--- src/rtl/key_event_fifo.sv ---
// key_event_fifo: turns debounced one-hot key levels into press/auto-repeat
// events and queues them for the consumer over a valid/ready handshake.
//
// Ports:
//   clk          system clock
//   RST          synchronous active-high reset
//   key_deb      debounced key levels, bit i = key i held
//   ev_ready     consumer takes the head event this cycle
//   ev_valid     FIFO holds at least one event
//   ev_code      head event key index
//   ev_repeat    head event is an auto-repeat
//   count        FIFO occupancy
//   overflow     sticky flag, an event was dropped on a full FIFO
//   clr_overflow clears overflow (a same-cycle set wins)

module key_event_fifo #(
    parameter int DEPTH        = 4,
    parameter bit REPEAT_EN    = 1'b1,
    parameter int REPEAT_DELAY = 25_000_000,
    parameter int REPEAT_RATE  = 5_000_000
) (
    input  logic                     clk,
    input  logic                     RST,
    input  logic [15:0]              key_deb,
    input  logic                     ev_ready,
    output logic                     ev_valid,
    output logic [3:0]               ev_code,
    output logic                     ev_repeat,
    output logic [$clog2(DEPTH):0]   count,
    output logic                     overflow,
    input  logic                     clr_overflow
);

    localparam int AW   = $clog2(DEPTH);
    localparam int CW   = AW + 1;
    localparam int RMAX = (REPEAT_DELAY > REPEAT_RATE) ? REPEAT_DELAY
                                                        : REPEAT_RATE;
    localparam int RW   = $clog2(RMAX);

    localparam logic [RW-1:0] DLY_LAST  = RW'(REPEAT_DELAY - 1);
    localparam logic [RW-1:0] RATE_LAST = RW'(REPEAT_RATE - 1);
    localparam logic [CW-1:0] FULL_CNT  = CW'(DEPTH);

    typedef enum logic [1:0] {
        S_IDLE,
        S_DELAY,
        S_REPEAT
    } state_e;

    // Edge detection and press priority encoding
    logic [15:0] key_prev_q;
    logic [15:0] rise;
    logic        press;
    logic [3:0]  press_code;

    assign rise  = key_deb & ~key_prev_q;
    assign press = |rise;

    // Scan high-to-low so the lowest rising index is the one kept.
    always_comb begin
        press_code = 4'd0;
        for (int i = 15; i >= 0; i--) begin
            if (rise[i]) begin
                press_code = 4'(i);
            end
        end
    end

    // Repeat FSM
    state_e        state_q, state_d;
    logic [RW-1:0] rcnt_q, rcnt_d;
    logic [3:0]    held_q, held_d;
    logic          held_key;
    logic          rep_fire;

    assign held_key = key_deb[held_q];

    always_ff @(posedge clk) begin
        if (RST) begin
            state_q <= S_IDLE;
            rcnt_q  <= '0;
            held_q  <= 4'd0;
        end else begin
            state_q <= state_d;
            rcnt_q  <= rcnt_d;
            held_q  <= held_d;
        end
    end

    always_comb begin
        state_d = state_q;
        rcnt_d  = rcnt_q;
        held_d  = held_q;
        if (REPEAT_EN && press) begin
            state_d = S_DELAY;
            rcnt_d  = '0;
            held_d  = press_code;
        end else begin
            case (state_q)
                S_DELAY: begin
                    if (!held_key) begin
                        state_d = S_IDLE;
                        rcnt_d  = '0;
                    end else if (rcnt_q == DLY_LAST) begin
                        state_d = S_REPEAT;
                        rcnt_d  = '0;
                    end else begin
                        rcnt_d = rcnt_q + 1'b1;
                    end
                end
                S_REPEAT: begin
                    if (!held_key) begin
                        state_d = S_IDLE;
                        rcnt_d  = '0;
                    end else if (rcnt_q == RATE_LAST) begin
                        rcnt_d = '0;
                    end else begin
                        rcnt_d = rcnt_q + 1'b1;
                    end
                end
                default: begin
                    state_d = S_IDLE;
                    rcnt_d  = '0;
                end
            endcase
        end
    end

    // A fresh press in the same cycle suppresses the repeat.
    always_comb begin
        rep_fire = 1'b0;
        if (held_key && !press) begin
            if (state_q == S_DELAY && rcnt_q == DLY_LAST) begin
                rep_fire = 1'b1;
            end else if (state_q == S_REPEAT && rcnt_q == RATE_LAST) begin
                rep_fire = 1'b1;
            end
        end
    end

    // Event FIFO
    logic          ev_present;
    logic [4:0]    ev_data;
    logic [4:0]    mem_q [DEPTH];
    logic [AW-1:0] wr_q, wr_d;
    logic [AW-1:0] rd_q, rd_d;
    logic [CW-1:0] count_q, count_d;
    logic [4:0]    head_q, head_d;
    logic          ovf_q, ovf_d;
    logic          full;
    logic          push;
    logic          pop;
    logic          drop;

    assign ev_present = press | rep_fire;
    assign ev_data    = press ? {1'b0, press_code} : {1'b1, held_q};

    assign full = (count_q == FULL_CNT);
    assign pop  = ev_valid && ev_ready;
    assign push = ev_present && (!full || pop);
    assign drop = ev_present && full && !pop;

    always_comb begin
        wr_d    = push ? wr_q + 1'b1 : wr_q;
        rd_d    = pop ? rd_q + 1'b1 : rd_q;
        count_d = count_q;
        if (push && !pop) begin
            count_d = count_q + 1'b1;
        end else if (pop && !push) begin
            count_d = count_q - 1'b1;
        end
        // Registered head: bypass the write when it lands on the new head,
        // hold the last-read entry once the FIFO drains.
        head_d = head_q;
        if (count_d != '0) begin
            if (push && wr_q == rd_d) begin
                head_d = ev_data;
            end else begin
                head_d = mem_q[rd_d];
            end
        end
        ovf_d = drop | (ovf_q & ~clr_overflow);
    end

    always_ff @(posedge clk) begin
        if (RST) begin
            for (int i = 0; i < DEPTH; i++) begin
                mem_q[i] <= 5'd0;
            end
        end else if (push) begin
            mem_q[wr_q] <= ev_data;
        end
    end

    // key_prev resets to all-ones so keys held across reset stay silent.
    always_ff @(posedge clk) begin
        if (RST) begin
            key_prev_q <= 16'hFFFF;
            wr_q       <= '0;
            rd_q       <= '0;
            count_q    <= '0;
            head_q     <= 5'd0;
            ovf_q      <= 1'b0;
        end else begin
            key_prev_q <= key_deb;
            wr_q       <= wr_d;
            rd_q       <= rd_d;
            count_q    <= count_d;
            head_q     <= head_d;
            ovf_q      <= ovf_d;
        end
    end

    assign ev_valid  = (count_q != '0);
    assign ev_code   = head_q[3:0];
    assign ev_repeat = head_q[4];
    assign count     = count_q;
    assign overflow  = ovf_q;

endmodule

--- config.mk ---
export PLATFORM = sky130hd
export DESIGN_NAME = key_event_fifo
export DESIGN_NICKNAME = d
export VERILOG_FILES = /design/src/rtl/key_event_fifo.sv
export SDC_FILE = /design/constraint.sdc
export NUM_CORES = 1
export LEC_CHECK = 0
export ABC_AREA = 1
export CAP_MARGIN = 20
export CORE_ASPECT_RATIO = 1.1
export CORE_MARGIN = 4
export CORE_UTILIZATION = 25
export CTS_CLUSTER_DIAMETER = 120
export DETAILED_ROUTE_END_ITERATION = 7
export PLACE_DENSITY = 0.38
export SKIP_LAST_GASP = 1
export SYNTH_ARGS = -nofsm -noshare
export SYNTH_HDL_FRONTEND = slang
export SYNTH_SLANG_ARGS = --single-unit
--- constraint.sdc ---
create_clock -name clk -period 3.2 [get_ports clk]
set_clock_uncertainty 0.15 [all_clocks]
set_input_delay 0.64 -clock clk [delete_from_list [all_inputs] [get_ports clk]]
set_output_delay 0.64 -clock clk [all_outputs]
set_load 0.03 [all_outputs]
==> results of run 1 <==
-- stage by stage --
| step | worst slack, ns | cells |
|---|---|---|
| after floorplan | 0.516 | 538 |
| after global placement | 0.0808 | 778 |
| after detailed placement | 0.0595 | 778 |
| after CTS | 0.428 | 794 |
| after global routing | 0.181 | 794 |
| final | 0.451 | 794 |
-- routing by layer --
layer  track usage (%)  routed length [µm]  vias up
met5                 0                   0        -
met4              5.47                 221        0
met3              2.07                 271       14
met2              19.4                4720       41
met1              15.3                4790     1597
li1                  -                   -     1823
-- Yosys cell counts, types with 3 or more instances --
| cell | count | area share, % |
|---|---|---|
| nor3b_1 | 5 | 0.93 |
| xor2_1 | 5 | 1.1 |
| nor2_1 | 78 | 7.2 |
| nand4_1 | 9 | 1.4 |
| edfxtp_1 | 20 | 15 |
| o211ai_1 | 7 | 1.3 |
| dfxtp_1 | 60 | 30 |
| buf_2 | 4 | 0.49 |
| or2_2 | 11 | 1.7 |
| inv_1 | 65 | 6.0 |
| o21ai_0 | 19 | 2.4 |
| o22ai_1 | 3 | 0.46 |
| nand2_2 | 10 | 1.5 |
| nor2_4 | 9 | 2.5 |
| nand3_1 | 29 | 3.6 |
| or2_1 | 3 | 0.46 |
| nor2_2 | 5 | 0.77 |
| ha_1 | 6 | 1.9 |
| a21oi_1 | 17 | 2.1 |
| o21ai_1 | 4 | 0.49 |
| clkbuf_1 | 4 | 0.37 |
| inv_2 | 8 | 0.74 |
| nand2_1 | 122 | 11 |
| nor3_1 | 9 | 1.1 |
-- cell families (layout without fill, tap and decap cells) --
group,after synthesis,in the layout
xor gates and xnor gates,8,8
adders and majority gates,6,6
DFF,80,80
and+or+nand+nor,299,299
AOI/OAI and AO/OA,61,61
buffers and inverters,84,140
-- worst max-delay path by stage --
stage / end / slack [ns] / from / cells past startpoint
after CTS: head_q[0]$_SDFFE_PP0P_ / 0.43 / key_deb[6] / 16
after detailed placement: head_q[0]$_SDFFE_PP0P_ / 0.06 / key_deb[7] / 16
final: head_q[0]$_SDFFE_PP0P_ / 0.45 / key_deb[6] / 16
after global placement: head_q[0]$_SDFFE_PP0P_ / 0.08 / key_deb[7] / 16
after floorplan: head_q[0]$_SDFFE_PP0P_ / 0.52 / count[0]$_SDFF_PP0_ / 14
after global routing: head_q[2]$_SDFFE_PP0P_ / 0.18 / key_deb[4] / 16
-- flip-flops by register name, summed over array words and instances (netlist names), 3 cells and up --
register and flops:
mem_q 20, rcnt_q 25, count 3, key_prev_q 16
head_q 5, held_q 4
-- power groups by stage --
stage / logic [mW] / clock network, mW / registers [mW]
after global routing: 1.28 / 1.14 / 1.22
after floorplan: 0.711 / 0 / 1.28
after global placement: 1.13 / 0 / 1.23
after CTS: 1.14 / 1.10 / 1.21
after detailed placement: 1.14 / 0 / 1.23
final: 1.12 / 1.05 / 1.21
-- layout make-up --
cell class              instances  area share (%)
flip-flops and latches         80            36.1
clock inverters                 5            1.10
inverters                      75            5.64
well taps                     200            5.02
clock buffers                  11            4.87
repair buffers                 49            8.83
multi-input cells             374            38.4
==> flow_summary.toml, run 1 <==
[run_status]
status = "finished clean"

[layout]
antenna_cells = 0
fin_nets = 615
final_util_pct = 31.6
area.sequential_mm2 = 0.00180
final_common_cell = "nand2_1"
drive_above_1_share_pct = 14.3
area_growth_syn_to_layout_pct = 23.3
multiInputGateArea_mm2 = 0.00192
final_cell_mix = "nand2_1 (122), nor2_1 (78), inv_1 (65)"
final_area_mm2 = 0.00499
n_fill_cell = 1691

[synthesis]
yosys.area_share.simple_pct = 34.6
synth-seq-cells = 80
synthMuxAreaShare_pct = 0
synth_cells = 538
ys_seq_area_share_pct = 44.5
synth_edf_count = 20
synth-xor-area-share_pct = 2.10
syn_area_per_cell_um2 = 7.52
synth_async_sr_flop_share_pct = 0
syn-num-nets = 564
yosysWarningCount = 0
synthFlopType = "dfxtp_1"
ys_types = 41
syn_area_mm2 = 0.00405
synth_top_family_by_area = "simple AND/OR/NAND/NOR gates"
synth-compound-area-share_pct = 8.75
synthAdderAreaFrac_pct = 1.86

[power_and_ir_drop]
swShare_pct = 34.9
p_leak_nw = 2.09
p_int_mw = 2.20
power.switching_mw = 1.18
cellPowerDensity_mw_per_mm2 = 678
total_power_mw = 3.38
max-vdd-ir-drop_mv = 0.249
p_clk_share_pct = 31.1
pwr-share-comb_pct = 33.1
power_frac_seq_pct = 35.7

[hold_path]
worstHoldStart = "rcnt_q[0]$_SDFF_PP0_"
min_path_cells = 1
min_delay_worst_endpoint = "rcnt_q[0]$_SDFF_PP0_"
holdCritPathClass = "flop to flop"

[timing]
timing.final.crit_share_pct = 85.9
worst_hold_slack_ns = 0.296
final.setup.tns_ns = 0
slew_viol_final = 0
setup_violations = 0
slew_headroom_pct = 70.7
rsz0062_at_grt = "no"
worst_slew_pin_slew_ns = 0.435
fin_crit_ns = 2.75
hold_viol = 0
max_freq_mhz = 364

[clocking]
cts_setup_buffers = 0
htreeDepth = 3
cts.repair.resized = 0
cts_max_path_buffers = 2
clk_pin_slew_ns = 0.06
clk_latency_ns = 0.35
clock-sinks = 80
cts_tree = "done"
cts_inserted_buffers = 9
cts.root.buffer_cell = "clkbuf_16"
cts_hold_buf = 0

[setup_path]
max_stage_delay_ns = 0.41
r2r_slack_ns = 0.68
cpMaxStageDelayCell = "clkdlybuf4s50_1"
reg2regPathDepth = 13
criticalPathCategory = "input port to flop"
critPathBufInv = 2
cp-start-kind = "input port"
critical_path_required_ns = 3.29
crit_top_cell = "nand2_1"
r2r_end = "mem_q[0][0]$_SDFFCE_PN0P_"
crit_chain = "clkdlybuf4s50_1 > inv_1 > or2_2 > nand2_1 > nor2_1 > nand4_1 > nor2_4 > nand3_2 > nand2_1 > o21ai_1 > nand2_1 > nand2_1 > nor2_2 > nand2_2 > o21ai_0 > nor2_1"
endpoint_kind = "flop"
crit_fanout = 8
rr_startpoint = "rcnt_q[0]$_SDFF_PP0_"
critPathArrivalTime_ns = 2.84
cpLargestDelayFamily = "simple AND/OR/NAND/NOR gates"

[die]
core_area_mm2 = 0.0158
die_x_um = 129
die_h_um = 141
rows = 48
pin_count = 30
dieArea_mm2 = 0.0183
start_util_pct = 25.6

[global_routing]
grt_max_degree = 19
antenna_found_initial = 0
grt_overflow = 0
grt_pass1_vias = 3567
grt_pass1_wl_um = 17300
grtUsageTotal_pct = 11.9

[routing]
wl_um = 10000
via_per_inst = 4.38
dr_total_vias = 3475
wl_per_cell_um = 12.6
first_pass_iters = 5
antenna_left = 0
drt-initial-drc-count = 162
drc_errors = 0

[placed_design]
placed_cell_area_mm2 = 0.00469
gp_congestion = 0.826
port_buffers = 29
place_hpwl_um = 7870

[flow_run]
maxCapViolations = 0
Power figures use the tool's default switching activity.
==> run 2, diff against run 1 <==
--- a/config.mk
+++ b/config.mk
@@ -12,6 +12,7 @@
 export CORE_UTILIZATION = 25
 export CTS_CLUSTER_DIAMETER = 120
 export DETAILED_ROUTE_END_ITERATION = 7
+export GPL_ROUTABILITY_DRIVEN = 0
 export PLACE_DENSITY = 0.38
 export SKIP_LAST_GASP = 1
 export SYNTH_ARGS = -nofsm -noshare
==> results of run 2 <==
Final layout, timing and power as in run 1 (identical DEF).
==> run 3, diff against run 2 <==
--- a/config.mk
+++ b/config.mk
@@ -14,6 +14,7 @@
 export DETAILED_ROUTE_END_ITERATION = 7
 export GPL_ROUTABILITY_DRIVEN = 0
 export PLACE_DENSITY = 0.38
+export RECOVER_POWER = 100
 export SKIP_LAST_GASP = 1
 export SYNTH_ARGS = -nofsm -noshare
 export SYNTH_HDL_FRONTEND = slang
==> run 3 against run 2 <==
- setup slack worse by 0.054 ns
- via count shrank 0.46%
- design area shrank 1.1%
- routed wire length shrank 0.16%
- die area is the same
- fmax decreased by 1.9%
- global-route usage unchanged
- first-iteration DRC count up 8.6%
- hold slack better by 0.0010 ns
- critical endpoint unchanged
==> flow_summary.toml, run 3 (synthesis gave the netlist of run 1 again) <==
[clocking]
cts.repair.resized = 0
cts_inserted_buffers = 9
clock-sinks = 80
cts_max_path_buffers = 2
htreeDepth = 3
clk_pin_slew_ns = 0.06
cts.root.buffer_cell = "clkbuf_16"
cts_hold_buf = 0
cts_tree = "done"
cts_setup_buffers = 0
clk_latency_ns = 0.34

[placed_design]
port_buffers = 29
dp_slack_ns = 0.0595
place_hpwl_um = 7870
dp_cells = 778

[routing]
drt-initial-drc-count = 176
met2_length_um = 4690
wl_um = 9990
drc_errors = 0
first_pass_iters = 4
dr_wl_met3_um = 232
via_per_inst = 4.36
top_layer = "met4"
wl_per_cell_um = 12.6
drt-met1-wl_um = 4850
dr_total_vias = 3459
antenna_left = 0

[die]
pin_count = 30
rows = 48
die_x_um = 129
die_h_um = 141
core_area_mm2 = 0.0158
start_util_pct = 25.6
dieArea_mm2 = 0.0183

[global_routing]
grt_overflow = 0
grt_pass1_vias = 3567
grt_pass1_wl_um = 17300
grtUsageTotal_pct = 11.9
antenna_found_initial = 0
grt_max_degree = 19

[layout]
final_cell_mix = "nand2_1 (122), nor2_1 (81), inv_1 (65)"
antenna_cells = 0
regMostFlops = "rcnt_q"
fin_nets = 615
final_util_pct = 31.2
area_growth_syn_to_layout_pct = 21.9
reg_top3 = "rcnt_q x25, mem_q x20, key_prev_q x16"
finalNonFillerCells = 794
largest_register_ffs = 25
final_common_cell = "nand2_1"
drive_above_1_share_pct = 12.0

[power_and_ir_drop]
p_leak_nw = 2.08
max-vdd-ir-drop_mv = 0.247
cellPowerDensity_mw_per_mm2 = 677

[hold_path]
min_path_cells = 1
holdCritPathClass = "flop to flop"

[timing]
hold_viol = 0
worst_hold_slack_ns = 0.297
slew_headroom_pct = 37.4
fin_crit_ns = 2.80
final.setup.tns_ns = 0
slew_viol_final = 0
max_freq_mhz = 357
rsz0062_at_grt = "no"
setup_violations = 0
setup_ws_ns = 0.397
worst_slew_pin_slew_ns = 0.939
timing.final.crit_share_pct = 87.6

[setup_path]
criticalPathCategory = "input port to flop"
crit_top_cell = "nand2_1"
critPathBufInv = 2
critical_path_required_ns = 3.29
reg2regPathDepth = 14
critPathArrivalTime_ns = 2.89
crit_chain = "clkdlybuf4s50_1 > inv_1 > or2_0 > nand2_1 > nor2_1 > nand2_1 > nor2_4 > nand3_1 > nand2_1 > o21ai_1 > nand2_1 > nand2_1 > nor2_2 > nand2_2 > o21ai_0 > nor2_1"
endpoint_kind = "flop"
cp-start-kind = "input port"
max_stage_delay_ns = 0.44
cpMaxStageDelayCell = "clkdlybuf4s50_1"
cpLargestDelayFamily = "simple AND/OR/NAND/NOR gates"
crit_cells = 16
crit_fanout = 8

[run_status]
status = "finished clean"

[flow_run]
maxCapViolations = 0
==> run 3: cell count changes in the layout (fill, tap and decap cells not counted), moves of 2 or more <==
cell             change
buf_4               -10
clkbuf_1            +10
clkdlybuf4s50_1     -11
dlygate4sd3_1       +11
nor2_1               +3
nor2_2               -2
or2_0                +2
or2_1                -2
==> run 3: final cells by class <==
type | count | area, µm²
timing repair buffer | 49 | 403
fill | 1706 | 10900
clock buffer | 11 | 243
sequential | 80 | 1800
inverter | 75 | 282
multi-input combinational | 374 | 1900
tap | 200 | 250
clock inverter | 5 | 55.1
==> run 3: power breakdown <==
group	total, mW	internal [mW]	switching (mW)
Clock	1.05	0.625	0.426
Combinational	1.08	0.390	0.694
Sequential	1.21	1.15	0.0550
==> run 3: path summary, 6_finish.rpt <==
path / from / endpoint / slack [ns]
worst min-delay path: rcnt_q[0]$_SDFF_PP0_ / rcnt_q[0]$_SDFF_PP0_ / 0.30
worst max-delay path: key_deb[12] / head_q[0]$_SDFFE_PP0P_ / 0.40
worst max register to register: count[0]$_SDFF_PP0_ / head_q[0]$_SDFFE_PP0P_ / 0.45
worst min register to register: rcnt_q[0]$_SDFF_PP0_ / rcnt_q[0]$_SDFF_PP0_ / 0.30
==> run 3: metrics by stage <==
stage	cell area, µm²	total power [mW]
3_5_place_dp	4690	2.37
2_1_floorplan	4050	2.00
4_1_cts	4990	3.46
3_3_place_gp	4690	2.37
5_1_grt	4930	3.60
6_report	4930	3.34
==> run 3: worst reg2reg max path: cells and delay by family (launching register included) <==
kind,cells,cell delay [ns]
xor gates and xnor gates,1,0.29
adders and majority gates,1,0.20
DFF,1,0.33
buffers and inverters,3,0.71
and+or+nand+nor,9,0.96
==> run 3: routing by layer <==
metal,GRT usage (%),vias to the layer above
met3,2.07,14
li1,-,1823
met5,0,-
met4,5.47,0
met1,15.3,1593
met2,19.4,29
